==> src/rtl/cpu_pkg.sv <==
// cpu_pkg: control-word bit map, flag indices and opcodes shared with the control unit
package cpu_pkg;
   localparam int DATA_W_DEF   = 16;
   localparam int SHAMT_W_DEF  = 4;
   localparam int CS_MBR2BR    = 6;
   localparam int CS_MBR2ACC   = 10;
   localparam int CS_ACC_CLEAR = 21;
   localparam int CS_ADD       = 22;
   localparam int CS_SUB       = 23;
   localparam int CS_AND       = 24;
   localparam int CS_OR        = 25;
   localparam int CS_NOT       = 26;
   localparam int CS_LSL       = 27;
   localparam int CS_LSR       = 28;
   localparam int CS_MPY       = 29;
   localparam int CS_ASL       = 30;
   localparam int CS_ASR       = 31;
   localparam int NUM_OPS      = CS_ASR - CS_ADD + 1;
   localparam int FL_SIGN      = 0;
   localparam int FL_ZERO      = 1;
   localparam int FL_CARRY     = 2;
   localparam int FL_OVF       = 3;
   localparam int FL_ILL       = 4;
   // encoding order follows control-bit order so the priority encoder can index it
   typedef enum logic [3:0] {
      OP_NONE, OP_ADD, OP_SUB, OP_AND, OP_OR, OP_NOT, OP_LSL, OP_LSR, OP_MPY, OP_ASL, OP_ASR
   } alu_op_e;
   typedef enum logic [1:0] {MPY_IDLE, MPY_RUN, MPY_DONE} mpy_state_e;
endpackage

==> src/rtl/mpy_seq.sv <==
// mpy_seq: unsigned shift-add multiplier, one partial product per clock
module mpy_seq
   import cpu_pkg::*;
#(
   parameter int W = DATA_W_DEF
) (
   input  logic           clk,
   input  logic           rst,
   input  logic           start,
   input  logic           abort,
   input  logic [W-1:0]   a,
   input  logic [W-1:0]   b,
   output logic           busy,
   output logic           done,
   output logic [2*W-1:0] product
);
   localparam int CW = $clog2(W);
   mpy_state_e state_q, state_d;
   logic [2*W-1:0] mcand_q, mcand_d, prod_q, prod_d;
   logic [W-1:0] mplier_q, mplier_d;
   logic [CW-1:0] cnt_q, cnt_d;
   always_comb begin
      state_d  = state_q;
      mcand_d  = mcand_q;
      mplier_d = mplier_q;
      prod_d   = prod_q;
      cnt_d    = cnt_q;
      case (state_q)
         MPY_IDLE: if (start) begin
            state_d  = MPY_RUN;
            mcand_d  = {{W{1'b0}}, a};
            mplier_d = b;
            prod_d   = '0;
            cnt_d    = '0;
         end
         MPY_RUN: begin
            prod_d  = prod_q + (mplier_q[cnt_q] ? mcand_q << cnt_q : '0);
            cnt_d   = cnt_q + CW'(1);
            state_d = (cnt_q == CW'(W - 1)) ? MPY_DONE : MPY_RUN;
         end
         default: state_d = MPY_IDLE;
      endcase
      if (abort) state_d = MPY_IDLE;
   end
   always_ff @(posedge clk) begin
      if (rst) begin
         state_q  <= MPY_IDLE;
         mcand_q  <= '0;
         mplier_q <= '0;
         prod_q   <= '0;
         cnt_q    <= '0;
      end else begin
         state_q  <= state_d;
         mcand_q  <= mcand_d;
         mplier_q <= mplier_d;
         prod_q   <= prod_d;
         cnt_q    <= cnt_d;
      end
   end
   assign busy    = state_q != MPY_IDLE;
   assign done    = state_q == MPY_DONE;
   assign product = prod_q;
endmodule

==> src/rtl/alu_acc_unit.sv <==
// alu_acc_unit: ACC/BR/MR datapath executing edge-qualified ALU micro-operations
module alu_acc_unit
   import cpu_pkg::*;
#(
   parameter int DATA_W  = DATA_W_DEF,
   parameter int SHAMT_W = SHAMT_W_DEF
) (
   input  logic              clk,
   input  logic              rst,
   input  logic [31:0]       control_signal,
   input  logic [DATA_W-1:0] mbr_in,
   output logic [DATA_W-1:0] acc_out,
   output logic [DATA_W-1:0] mr_out,
   output logic [7:0]        flags,
   output logic              busy
);
   localparam int M = DATA_W - 1;
   logic [31:0] prev_cs_q, prev_cs_d, rise;
   logic [DATA_W-1:0] acc_q, acc_d, br_q, br_d, mr_q, mr_d, acc_e, res;
   logic [DATA_W:0] sum, dif;
   logic [4:0] flags_q, flags_d;
   logic [NUM_OPS-1:0] ops;
   logic [SHAMT_W-1:0] sh;
   logic [2*DATA_W-1:0] product;
   alu_op_e op;
   logic clr, multi, res_c, res_v, asl_v, wr, start, abort, m_done, unused_rise;
   assign rise        = control_signal & ~prev_cs_q;
   assign ops         = rise[CS_ASR:CS_ADD];
   assign clr         = rise[CS_ACC_CLEAR];
   assign multi       = |(ops & (ops - NUM_OPS'(1)));
   assign acc_e       = clr ? '0 : acc_q;
   assign sh          = br_q[SHAMT_W-1:0];
   assign unused_rise = ^{rise[CS_ACC_CLEAR-1:CS_MBR2ACC+1], rise[CS_MBR2ACC-1:CS_MBR2BR+1], rise[CS_MBR2BR-1:0]};
   mpy_seq #(.W(DATA_W)) u_mpy (
      .clk(clk), .rst(rst), .start(start), .abort(abort), .a(acc_e), .b(br_q),
      .busy(busy), .done(m_done), .product(product)
   );
   always_comb begin
      op = OP_NONE;
      for (int i = NUM_OPS - 1; i >= 0; i--) if (ops[i]) op = alu_op_e'(4'(i + 1));
   end
   // asl overflows when any bit shifted through the sign position differs from its neighbour
   always_comb begin
      asl_v = 1'b0;
      for (int i = 1; i < DATA_W; i++) asl_v = asl_v | ((i <= int'(sh)) && (acc_e[DATA_W-i] != acc_e[M-i]));
   end
   always_comb begin
      sum   = {1'b0, acc_e} + {1'b0, br_q};
      dif   = {1'b0, acc_e} - {1'b0, br_q};
      res   = acc_e;
      res_c = 1'b0;
      res_v = 1'b0;
      case (op)
         OP_ADD: begin
            {res_c, res} = sum;
            res_v = (acc_e[M] == br_q[M]) && (sum[M] != acc_e[M]);
         end
         OP_SUB: begin
            {res_c, res} = dif;
            res_v = (acc_e[M] != br_q[M]) && (dif[M] != acc_e[M]);
         end
         OP_AND: res = acc_e & br_q;
         OP_OR:  res = acc_e | br_q;
         OP_NOT: res = ~br_q;
         OP_LSL: res = acc_e << sh;
         OP_LSR: res = acc_e >> sh;
         OP_ASL: begin
            res   = acc_e << sh;
            res_v = asl_v;
         end
         OP_ASR: res = $unsigned($signed(acc_e) >>> sh);
         default: ;
      endcase
   end
   always_comb begin
      prev_cs_d = control_signal;
      br_d      = rise[CS_MBR2BR] ? mbr_in : br_q;
      acc_d     = acc_q;
      mr_d      = mr_q;
      flags_d   = flags_q;
      wr        = 1'b0;
      start     = 1'b0;
      abort     = 1'b0;
      if (busy) begin
         flags_d[FL_ILL] = flags_q[FL_ILL] | (|ops) | rise[CS_MBR2ACC];
         if (clr) begin
            abort = 1'b1;
            acc_d = '0;
            wr    = 1'b1;
         end else if (m_done) begin
            acc_d             = product[2*DATA_W-1:DATA_W];
            mr_d              = product[M:0];
            flags_d[FL_CARRY] = 1'b0;
            flags_d[FL_OVF]   = |product[2*DATA_W-1:DATA_W];
            wr                = 1'b1;
         end
      end else begin
         flags_d[FL_ILL] = flags_q[FL_ILL] | multi;
         if (op == OP_MPY) begin
            start = 1'b1;
            acc_d = acc_e;
            wr    = clr;
         end else if (op != OP_NONE) begin
            acc_d             = res;
            flags_d[FL_CARRY] = res_c;
            flags_d[FL_OVF]   = res_v;
            wr                = 1'b1;
         end else if (rise[CS_MBR2ACC]) begin
            acc_d = mbr_in;
            wr    = 1'b1;
         end else if (clr) begin
            acc_d = '0;
            wr    = 1'b1;
         end
      end
      if (wr) begin
         flags_d[FL_SIGN] = acc_d[M];
         flags_d[FL_ZERO] = acc_d == '0;
      end
   end
   always_ff @(posedge clk) begin
      if (rst) begin
         prev_cs_q <= '0;
         acc_q     <= '0;
         br_q      <= '0;
         mr_q      <= '0;
         flags_q   <= '0;
      end else begin
         prev_cs_q <= prev_cs_d;
         acc_q     <= acc_d;
         br_q      <= br_d;
         mr_q      <= mr_d;
         flags_q   <= flags_d;
      end
   end
   assign acc_out = acc_q;
   assign mr_out  = mr_q;
   assign flags   = {3'b000, flags_q};
endmodule

==> config.mk <==
export PLATFORM = sky130hd
export DESIGN_NAME = alu_acc_unit
export DESIGN_NICKNAME = d
export VERILOG_FILES = /design/src/rtl/cpu_pkg.sv /design/src/rtl/mpy_seq.sv /design/src/rtl/alu_acc_unit.sv
export SDC_FILE = /design/constraint.sdc
export NUM_CORES = 1
export LEC_CHECK = 0
export CELL_PAD_IN_SITES_DETAIL_PLACEMENT = 1
export CELL_PAD_IN_SITES_GLOBAL_PLACEMENT = 1
export CORE_MARGIN = 1
export CORE_UTILIZATION = 45
export DETAILED_ROUTE_END_ITERATION = 8
export GPL_TIMING_DRIVEN = 0
export PLACE_DENSITY_LB_ADDON = 0.1
export SLEW_MARGIN = 20
export SYNTH_ARGS = -nofsm -noshare
export SYNTH_HDL_FRONTEND = slang
export SYNTH_HIERARCHICAL = 1
export SYNTH_SLANG_ARGS = --single-unit
export TNS_END_PERCENT = 30
==> constraint.sdc <==
create_clock -name clk -period 5.9 [get_ports clk]
set_input_delay 1.77 -clock clk [delete_from_list [all_inputs] [get_ports clk]]
set_output_delay 1.77 -clock clk [all_outputs]
set_load 0.03 [all_outputs]
* Word-level counts from Yosys, hierarchy flattened
Cells that the tools add are included.
** Storage, ports and cells
- Input bits :: 50
- Register bits after elaboration :: 155
- Logic and storage cells :: 174
** Cells by class
- Reductions and logical operators :: 32
- Muxes and demuxes :: 45
- Add/subtract/negate cells :: 5
- Equality and inequality tests :: 36
- Bitwise gates (word level) :: 24
- Magnitude comparators :: 16
- Shift operators :: 4
** Operators with widths (count)
- case mux 16 bit (8 select lines) :: 1
- 2-to-1 mux 16 bit :: 7
- 2-to-1 mux 32 bit :: 2
- case mux 32 bit (2 select lines) :: 1
- 2-to-1 mux 4 bit :: 11
- adder 32 bit :: 1
- AND 32 bit :: 1
- <= comparator 4 bit (first input constant) :: 8
- NOT 32 bit :: 1
- left shift 16 x 4 -> 32 bit :: 1
- OR reduction 10 bit :: 2
- inequality test 1 bit :: 18
- adder 16 x 16 -> 17 bit :: 1
- logical AND 1 bit :: 17
- OR 1 bit :: 17
- subtractor 16 x 16 -> 17 bit :: 1
- AND 16 bit :: 1
- equality test 4 x 3 -> 1 bit (second input constant) :: 4
- equality test 4 bit (second input constant) :: 4
- <= comparator 3 x 4 -> 1 bit (first input constant) :: 4
- zero test 16 bit :: 1
- NOT 16 bit :: 1
- OR 16 bit :: 1
- OR reduction 16 bit :: 1
- 32 further kinds :: 55

* Logic depth before layout (Yosys ltp)
Gate-level depths: netlist of run 1.
- Word-level depth :: 23
- Gate-level depth with buffers :: 20
- Mapped depth without buffers :: 16

* Cells and area by module
Netlist of run 1, hierarchy kept.
** By module, submodules not included
- alu_acc_unit :: seq. area each 1321.3 µm², area each 8552.0 µm², cells each 1224, instances 1
- mpy_seq :: seq. area each 1401.3 µm², area each 5126.2 µm², cells each 678, instances 1

* Least setup slack after synthesis of run 1
Ideal clock, no wire load.
- Path type :: input-to-reg
- Start point :: input control_signal[21]
- End point :: register flags_q[1]
- Buffers on the path :: 5
- Path slack :: 0.496 ns
- Arrival :: 5.275 ns
- Stages :: 19
- Cell sequence :: nand2b_1 buf_2 clkbuf_1 clkbuf_1 clkbuf_1 nand2_1 ha_1 clkbuf_1 a32o_1 and4_1 a221o_1 nor4_1 nor4_1 a311o_1 xnor2_1 o21ai_0 o221ai_1 nand4_1 o32ai_1
** On the way
- Cells in the longest elaborated chain, start to end :: 8
- Elaborated cells on any way between the ends :: 22
- Those cells by class :: 2 x add/sub; 3 x shift; 13 x mux; 3 x bitwise; 1 x reduce/logical
** RTL lines
- start: declaration :: line alu_acc_unit.sv:10 : input logic [31:0] control_signal,
- AND 32 bit * :: line alu_acc_unit.sv:27 : assign rise = control_signal & ~prev_cs_q;
- 2-to-1 mux 16 bit :: line alu_acc_unit.sv:31, alu_acc_unit.sv:111
- subtractor 16 x 16 -> 17 bit (tied with other cells) :: line alu_acc_unit.sv:49 : dif = {1'b0, acc_e} - {1'b0, br_q};
- case mux 16 bit (8 select lines) :: line alu_acc_unit.sv:53 : case (op)
- 2-to-1 mux 16 bit :: line alu_acc_unit.sv:103 : end else if (op != OP_NONE) begin
- 2-to-1 mux 16 bit :: line alu_acc_unit.sv:99 : if (op == OP_MPY) begin
- 2-to-1 mux 16 bit :: line alu_acc_unit.sv:84 : if (busy) begin
- zero test 16 bit :: line alu_acc_unit.sv:118 : flags_d[FL_ZERO] = acc_d == '0;
- end signal: assignment :: line alu_acc_unit.sv:133 : flags_q <= flags_d;
- end: declaration :: line alu_acc_unit.sv:21 : logic [4:0] flags_q, flags_d;
Every way passes the cells marked *; elsewhere a longest branch is shown, timed or not.
A chain may end at the register's enable or synchronous reset.

* Worst setup path after layout of run 1
Ends and elaborated chain as after synthesis.

==> out/qor.txt, run 1 <==
Status: complete, but fails checks
Failing checks: setup timing
WS Path Type: in -> reg
Total of max-cap violations: 0
RSZ-0062 raised after global routing: false
Hold_buf cts: 0
M1 GR Usage: 64.2%
Crit path largest cell delay: 0.39 ns
ANT cells: 0
Synth Area per Inst: 7.19 sq um
Initial Util: 45.9%
Final GP Congestion: 1.08
Worst slew margin: 18.8%
Leak: 5.73 nW
CP dominant cell by count: clkbuf_8
Fin util: 53.0%
Reg clk slew, reported paths: 0.07 ns
First-pass GRT wire length: 110 mm
Post-DP HPWL: 57.3 mm
Ys Warns: 6
Iter 0 DRT Violations: 2,941
Layout cell share with drive strength beyond 1: 9.34%
Clock Root Buffer: clkbuf_16
Final WL: 76.3 mm
Gate Count Post-Synth: 1,902
Max clock buf depth: 2
Ranking of synthesized cells by area: dfxtp_1, nand2_1, a21oi_1
CTS tree: done
DIE AREA: 0.0311 sq mm
Final worst clock skew: 0.0114 ns
Worst-path fanout max: 10
CTS Buf Count: 17
Peak VDD IR: 0.184 mV
Most common cell in the netlist: nand2_1
Via Count: 17,417
Yosys top cell by area: dfxtp_1
Vias in the first global route: 16,714
# DRC: 0
GRT met2 Usage: 68.9%
Die width: 176 um
Die H: 176 um
Top_reg_cell synth: dfxtp_1
Ordered list of cells on the worst path: dlymetal6s2s_1 -> nand2b_4 -> buf_6 -> clkbuf_8 -> clkbuf_8 -> clkbuf_8 -> nand2_1 -> ha_4 -> a32oi_2 -> nor2_1 -> or3_1 -> a32oi_2 -> nand4_1 -> a31oi_1 -> nand3_1 -> nor4_2 -> nand4_1 -> o32ai_1
Cell Rows: 63
Area share of the largest cell type after synthesis: 19.9%
Sequential fraction of the synthesis area: 19.9%
Met3 global-route usage: 15.8%
Antenna Nets Post-Route: 0
Clock Sinks: 136
Number of synthesized flops with an enable pin: 0
DRT Pass-1 Iters: 6
Grt ovf: 0
Clock latency at the later pin of the worst-skew pair: 0.46 ns
Wire per inst: 31.8 um
Tot Pwr: 3.64 mW
Pre-CTS setup slack: -2.89 ns
Nets: 2,119
Core area: 0.0298 sq mm
Yosys reg bits: 136
Final Critical Period: 5.92 ns
Tcrit/Tclk final: 100%
Final Max Slew Viols: 0
Crit path required time: 6.26 ns
Setup ws final: -0.0238 ns
Slowest stage cell on the critical path: ha_4
Count of cell types in the netlist: 103
Antenna violations before repair: 2
FMAX: 0.169 GHz
Via/cell ratio: 7.25
Post-synthesis async set-or-reset flop share: 0%
Actual slew at the worst max-slew pin: 1.22 ns
Quantity of I/O buffers inserted on ports: 68
Most frequent cells after synthesis: nand2_1, a21oi_1, nor2_1, dfxtp_1, clkbuf_1
# IOs: 91
Global routing's busiest layer: met2
Total track usage: 48.4%
Worst Hold Class: reg -> reg
Setup_tns: -0.0238 ns
# H-tree levels: 4
Final Hold Viols: 0
Cell Pwr Density: 231 mW/mm^2
Worst Setup End Kind: flip-flop
Layout area overhead: 15.5%
Pin count of the biggest net entering global routing: 17
Data arrival, critical path: 6.28 ns
Cell Area, Synth: 0.0137 sq mm
Setup violations, final: 1
Startpoint Class: primary input
[worst paths after layout]
| check | from | endpoint | slack, ns | cells after the start |
|---|---|---|---|---|
| setup / recovery | control_signal[21] | flags_q[1] | -0.02 | 18 |
| hold / removal | mr_out[10] | mr_out[10] | 0.47 | 2 |
| setup reg to reg | acc_out[8] | flags_q[1] | 0.37 | 16 |
| hold reg to reg | mr_out[10] | mr_out[10] | 0.47 | 2 |
[per-stage QoR]
stage,instance area [sq um],std cells,hold slack (ns)
2_1_floorplan,13700,1904,0.429
3_3_place_gp,14900,2362,0.442
3_5_place_dp,14900,2362,0.452
4_1_cts,15700,2398,0.468
5_1_grt,15800,2403,0.489
6_report,15800,2403,0.466
[registers in the layout, summed over array words and instances, names as in the netlist, 5 cells and up]
register	count
acc_out	16
br_q	16
flags_q	5
mr_out	16
prev_cs_q	13
u_mpy/mcand_q	16
u_mpy/mplier_q	16
u_mpy/product	32
[worst max-delay path: cells and delay by family]
family                     cells  cell delay, ns
and+or+nand+nor                8            1.85
AOI/OAI and AO/OA              4            1.22
buffers and inverters          5            1.05
adders and majority gates      1            0.39
[routing by layer]
layer | part of all wire, % | wire length [um]
met5 | 0 | 0
met4 | 6.0 | 4570
met1 | 39 | 30100
met2 | 41 | 30900
met3 | 14 | 10800
[placed cells by master, fill, tap and decap left out, types with 17 or more instances in the layout]
cell,instances
o22ai_1,29
mux2i_1,63
ha_1,64
o21ai_0,76
nand3_1,44
clkbuf_1,97
nor3_1,30
clkbuf_16,17
xnor2_1,35
nand2_1,285
clkdlybuf4s50_1,67
a211oi_1,33
nor2b_1,40
nor2_1,168
nand2b_1,27
a31oi_1,24
xor2_1,18
and3_1,18
buf_2,26
inv_1,58
a21o_1,31
dfxtp_1,136
o211ai_1,20
mux4_2,20
a22oi_1,27
a21oi_1,182
nor4_1,21
nand4_1,22
[where the power goes]
part	internal, mW	switching (mW)
logic	0.476	0.993
registers	0.951	0.0683
clock network	0.616	0.537
[cell families after synthesis]
kind of cell / share of synthesized area [%]
simple gates: 25.0
compound gates: 29.3
buf+inv: 6.39
flops: 19.9
mux: 9.40
fa+ha+maj: 6.51
xor+xnor: 3.39
other cells: 0.0274
[cell type report]
type	count	area (sq um)
flip-flops and latches	136	2720
plain buffers	150	691
repair buffers	78	758
clock inverters	13	136
inverters	63	236
fillers	3835	14000
clock buffers	19	453
well taps	390	488
multi-input cells	1554	10300
[repair_timing]
action / CTS / global route
buffers inserted: 4 / 6
resized for setup: 43 / 19
pin swaps: 6 / 6
setup endpoints to repair: 18 / 7
Note: power is estimated with default switching activity, not from simulation.
==> run 2, diff against run 1 <==
--- a/config.mk
+++ b/config.mk
@@ -8,9 +8,11 @@
 export CELL_PAD_IN_SITES_DETAIL_PLACEMENT = 1
 export CELL_PAD_IN_SITES_GLOBAL_PLACEMENT = 1
 export CORE_MARGIN = 1
-export CORE_UTILIZATION = 45
+export CORE_UTILIZATION = 48
 export DETAILED_ROUTE_END_ITERATION = 8
+export DONT_BUFFER_PORTS = 1
 export GPL_TIMING_DRIVEN = 0
+export HOLD_SLACK_MARGIN = 0.03
 export PLACE_DENSITY_LB_ADDON = 0.1
 export SLEW_MARGIN = 20
 export SYNTH_ARGS = -nofsm -noshare
==> out/qor.txt, run 2 (synthesis gave the netlist of run 1 again) <==
Status: complete, but fails checks
Failing checks: setup timing
Total track usage: 50.7% (+2.4 points)
Layout area overhead: 9.37%
Setup ws final: -0.229 ns (-0.205 ns)
Comb pwr share: 37.4% (-2.9 points)
Final Instance Area: 0.0150 sq mm (-5.3%)
Startpoint Class: primary input
Worst slew margin: 21.1% (+2.4 points)
HP Start: u_mpy/mplier_q[10]
Antenna Nets Post-Route: 0 (unchanged)
Sw Pwr: 1.57 mW (-2.0%)
Final worst clock skew: 0.0142 ns (+0.00280 ns)
CP dominant cell by count: buf_6
Worst Reg-to-Reg Cells: 15 (-1)
Register Area: 0.00272 sq mm (unchanged)
# H-tree levels: 4 (unchanged)
Vias in the first global route: 16,579 (-0.81%)
Switching Share: 43.8% (about the same)
Slowest stage cell on the critical path: nor4_2
R2R Path Start: acc_out[8]
RR Endpoint: flags_q[1]
Clock network fraction of total power: 32.9% (+1.2 points)
Actual slew at the worst max-slew pin: 1.15 ns (-0.0651 ns)
Area of the multi-input gates: 0.0102 sq mm (-0.74%)
Reg clk slew, reported paths: 0.07 ns (about the same)
Nets: 2,044 (-3.5%)
CTS tree: done
Max clock buf depth: 2 (unchanged)
R2R setup slack: 0.03 ns (-0.34 ns)
Antenna violations before repair: 5 (+3)
Hold WS: 0.469 ns (+0.00317 ns)
FMAX: 0.163 GHz (-3.3%)
Clock latency at the later pin of the worst-skew pair: 0.45 ns (about the same)
Most frequent cells in the layout: nand2_1, a21oi_1, nor2_1, dfxtp_1, clkbuf_1
Seq pwr share: 29.7% (+1.7 points)
Worst Hold Class: reg -> reg
DIE AREA: 0.0292 sq mm (-6.2%)
Crit path required time: 6.24 ns (-0.02 ns)
Worst Setup End Kind: flip-flop
DRT Pass-1 Iters: 7 (+1)
Fin util: 53.6% (+0.54 points)
Internal: 2.01 mW (-1.8%)
Number of cells on the critical path: 19 (+1)
Post-DP HPWL: 55.4 mm (-3.4%)
Number of stages on the worst hold path: 2 (unchanged)
Pre-CTS setup slack: -2.38 ns (+0.501 ns)
Cell Rows: 61 (-3.2%)
CTS Buf Count: 17 (unchanged)
Core area: 0.0279 sq mm (-6.2%)
Peak VDD IR: 0.226 mV (+23%)
WS Path Type: in -> reg
Final Critical Period: 6.13 ns (+0.205 ns)
Clock Root Buffer: clkbuf_16
Wire per inst: 32.3 um (+1.7%)
Buf/Inv on CP: 6 (+1)
Initial Util: 49.0% (+3.1 points)
Post-DP Area: 0.0142 sq mm (-4.7%)
Leak: 5.38 nW (-6.0%)
Setup violations, final: 3 (+2)
First-pass GRT wire length: 108 mm (-1.6%)
Final WL: 74.9 mm (-1.9%)
Post-Layout Cell Count: 2,318 (-3.5%)
Clock Sinks: 136 (unchanged)
Via Count: 17,257 (-0.92%)
Total of max-cap violations: 0 (unchanged)
Data arrival, critical path: 6.47 ns (+0.19 ns)
Hold Path Sink: u_mpy/mplier_q[10]
Ordered list of cells on the worst path: nand2b_2 -> buf_4 -> clkbuf_4 -> buf_6 -> buf_6 -> buf_6 -> nand2_1 -> inv_1 -> ha_2 -> nor2_1 -> nand2_1 -> a21oi_1 -> a221oi_2 -> o311ai_0 -> nor4_2 -> o21ai_0 -> o221ai_2 -> nand4_1 -> o32ai_1
Quantity of I/O buffers inserted on ports: 0 (-100%)
Crit path largest cell delay: 0.58 ns (+0.19 ns)
Cell Pwr Density: 239 mW/mm^2 (+3.6%)
Pin count of the biggest net entering global routing: 17 (unchanged)
Final Hold Viols: 0 (unchanged)
Die H: 171 um (-3.1%)
Worst-path fanout max: 10 (unchanged)
Hold_buf cts: 0 (unchanged)
Dpl cells: 2,282 (-3.4%)
Die width: 171 um (-3.1%)
# IOs: 91 (unchanged)
Delay-heaviest family, CP: compound AO/OA/AOI/OAI gates
Grt ovf: 0 (unchanged)
Max reg flops: 32 (unchanged)
Layout cell share with drive strength beyond 1: 8.77% (-0.57 points)
Iter 0 DRT Violations: 2,920 (-0.71%)
Via/cell ratio: 7.44 (+2.7%)
Commonest non-fill, non-tap cell in the layout: nand2_1
Tcrit/Tclk final: 104% (+3.5 points)
Final Max Slew Viols: 0 (unchanged)
Fillers: 3,653 (-4.7%)
Final GP Congestion: 1.11 (+2.6%)
# DRC: 0 (unchanged)
## run 2: cell count changes in the layout (fill, tap and decap cells not counted), sizes merged
cell	previous run	this run
clkinvlp	3	4
clkbuf	120	117
inv	67	68
dlymetal6s2s	1	0
buf	59	54
diode	0	2
clkinv	5	3
bufinv	1	2
clkdlybuf4s50	67	0
## run 2: worst register-to-register path, cell delays in order (launching register included)
cell and delay (ns):
dfxtp_1 0.52, clkbuf_1 0.68, clkbuf_1 0.89, nand2_1 0.47
ha_1 0.37, nor2_1 0.14, a2bb2oi_1 0.44, or3_1 0.18
a21oi_1 0.08, a221oi_1 0.32, nand4_1 0.16, o32ai_2 0.45
nand4_1 0.20, nor4_2 0.33, nand4_1 0.30, o32ai_1 0.21
## run 2: layout make-up
type / count / share of cell area [%]
diodes: 2 / 0.0335
plain buffers: 150 / 4.45
clock buffers: 18 / 2.94
clock inverters: 14 / 1.07
inverters: 63 / 1.58
multi-input cells: 1554 / 68.4
flip-flops and latches: 136 / 18.2
well taps: 378 / 3.16
repair buffers: 3 / 0.151
## run 2: power groups by stage
stage          registers, mW  clock network (mW)  logic (mW)
5_1_grt                 1.06                1.18        1.36
3_5_place_dp            1.08                   0        1.17
4_1_cts                 1.06                1.16        1.22
2_1_floorplan           1.04                   0       0.770
3_3_place_gp            1.07                   0        1.16
6_report                1.06                1.18        1.34
## run 2: repair_timing
action                                  4_1_cts  5_1_grt
pin swaps                                     2        4
gates resized for setup                      26       17
setup buffers                                 2        1
endpoints found under the setup margin       17        5
endpoints found under the hold margin         0        0
## run 2: per-stage QoR
stage | power [mW] | setup TNS, ns
final | 3.57 | -0.334
after detailed placement | 2.25 | -24.17
after global placement | 2.23 | -25.78
after floorplan | 1.81 | 0
after global routing | 3.60 | -0.0106
after CTS | 3.44 | 0
## run 2: per-layer routing
metal	track usage [%]	part of all wire, %
met3	17.3	15
met4	27.4	6.1
met1	65.5	38
met2	73.6	41
met5	0.348	0.016
## run 2: worst max-delay path by stage
stage,startpoint,endpoint,slack (ns)
finish,control_signal[21],flags_q[1],-0.23
global route,control_signal[21],flags_q[1],-0.01
CTS,control_signal[21],flags_q[1],0.002
detailed placement,control_signal[21],flags_q[1],-2.38
global placement,control_signal[21],flags_q[1],-2.54
floorplan,control_signal[21],flags_q[1],0.50
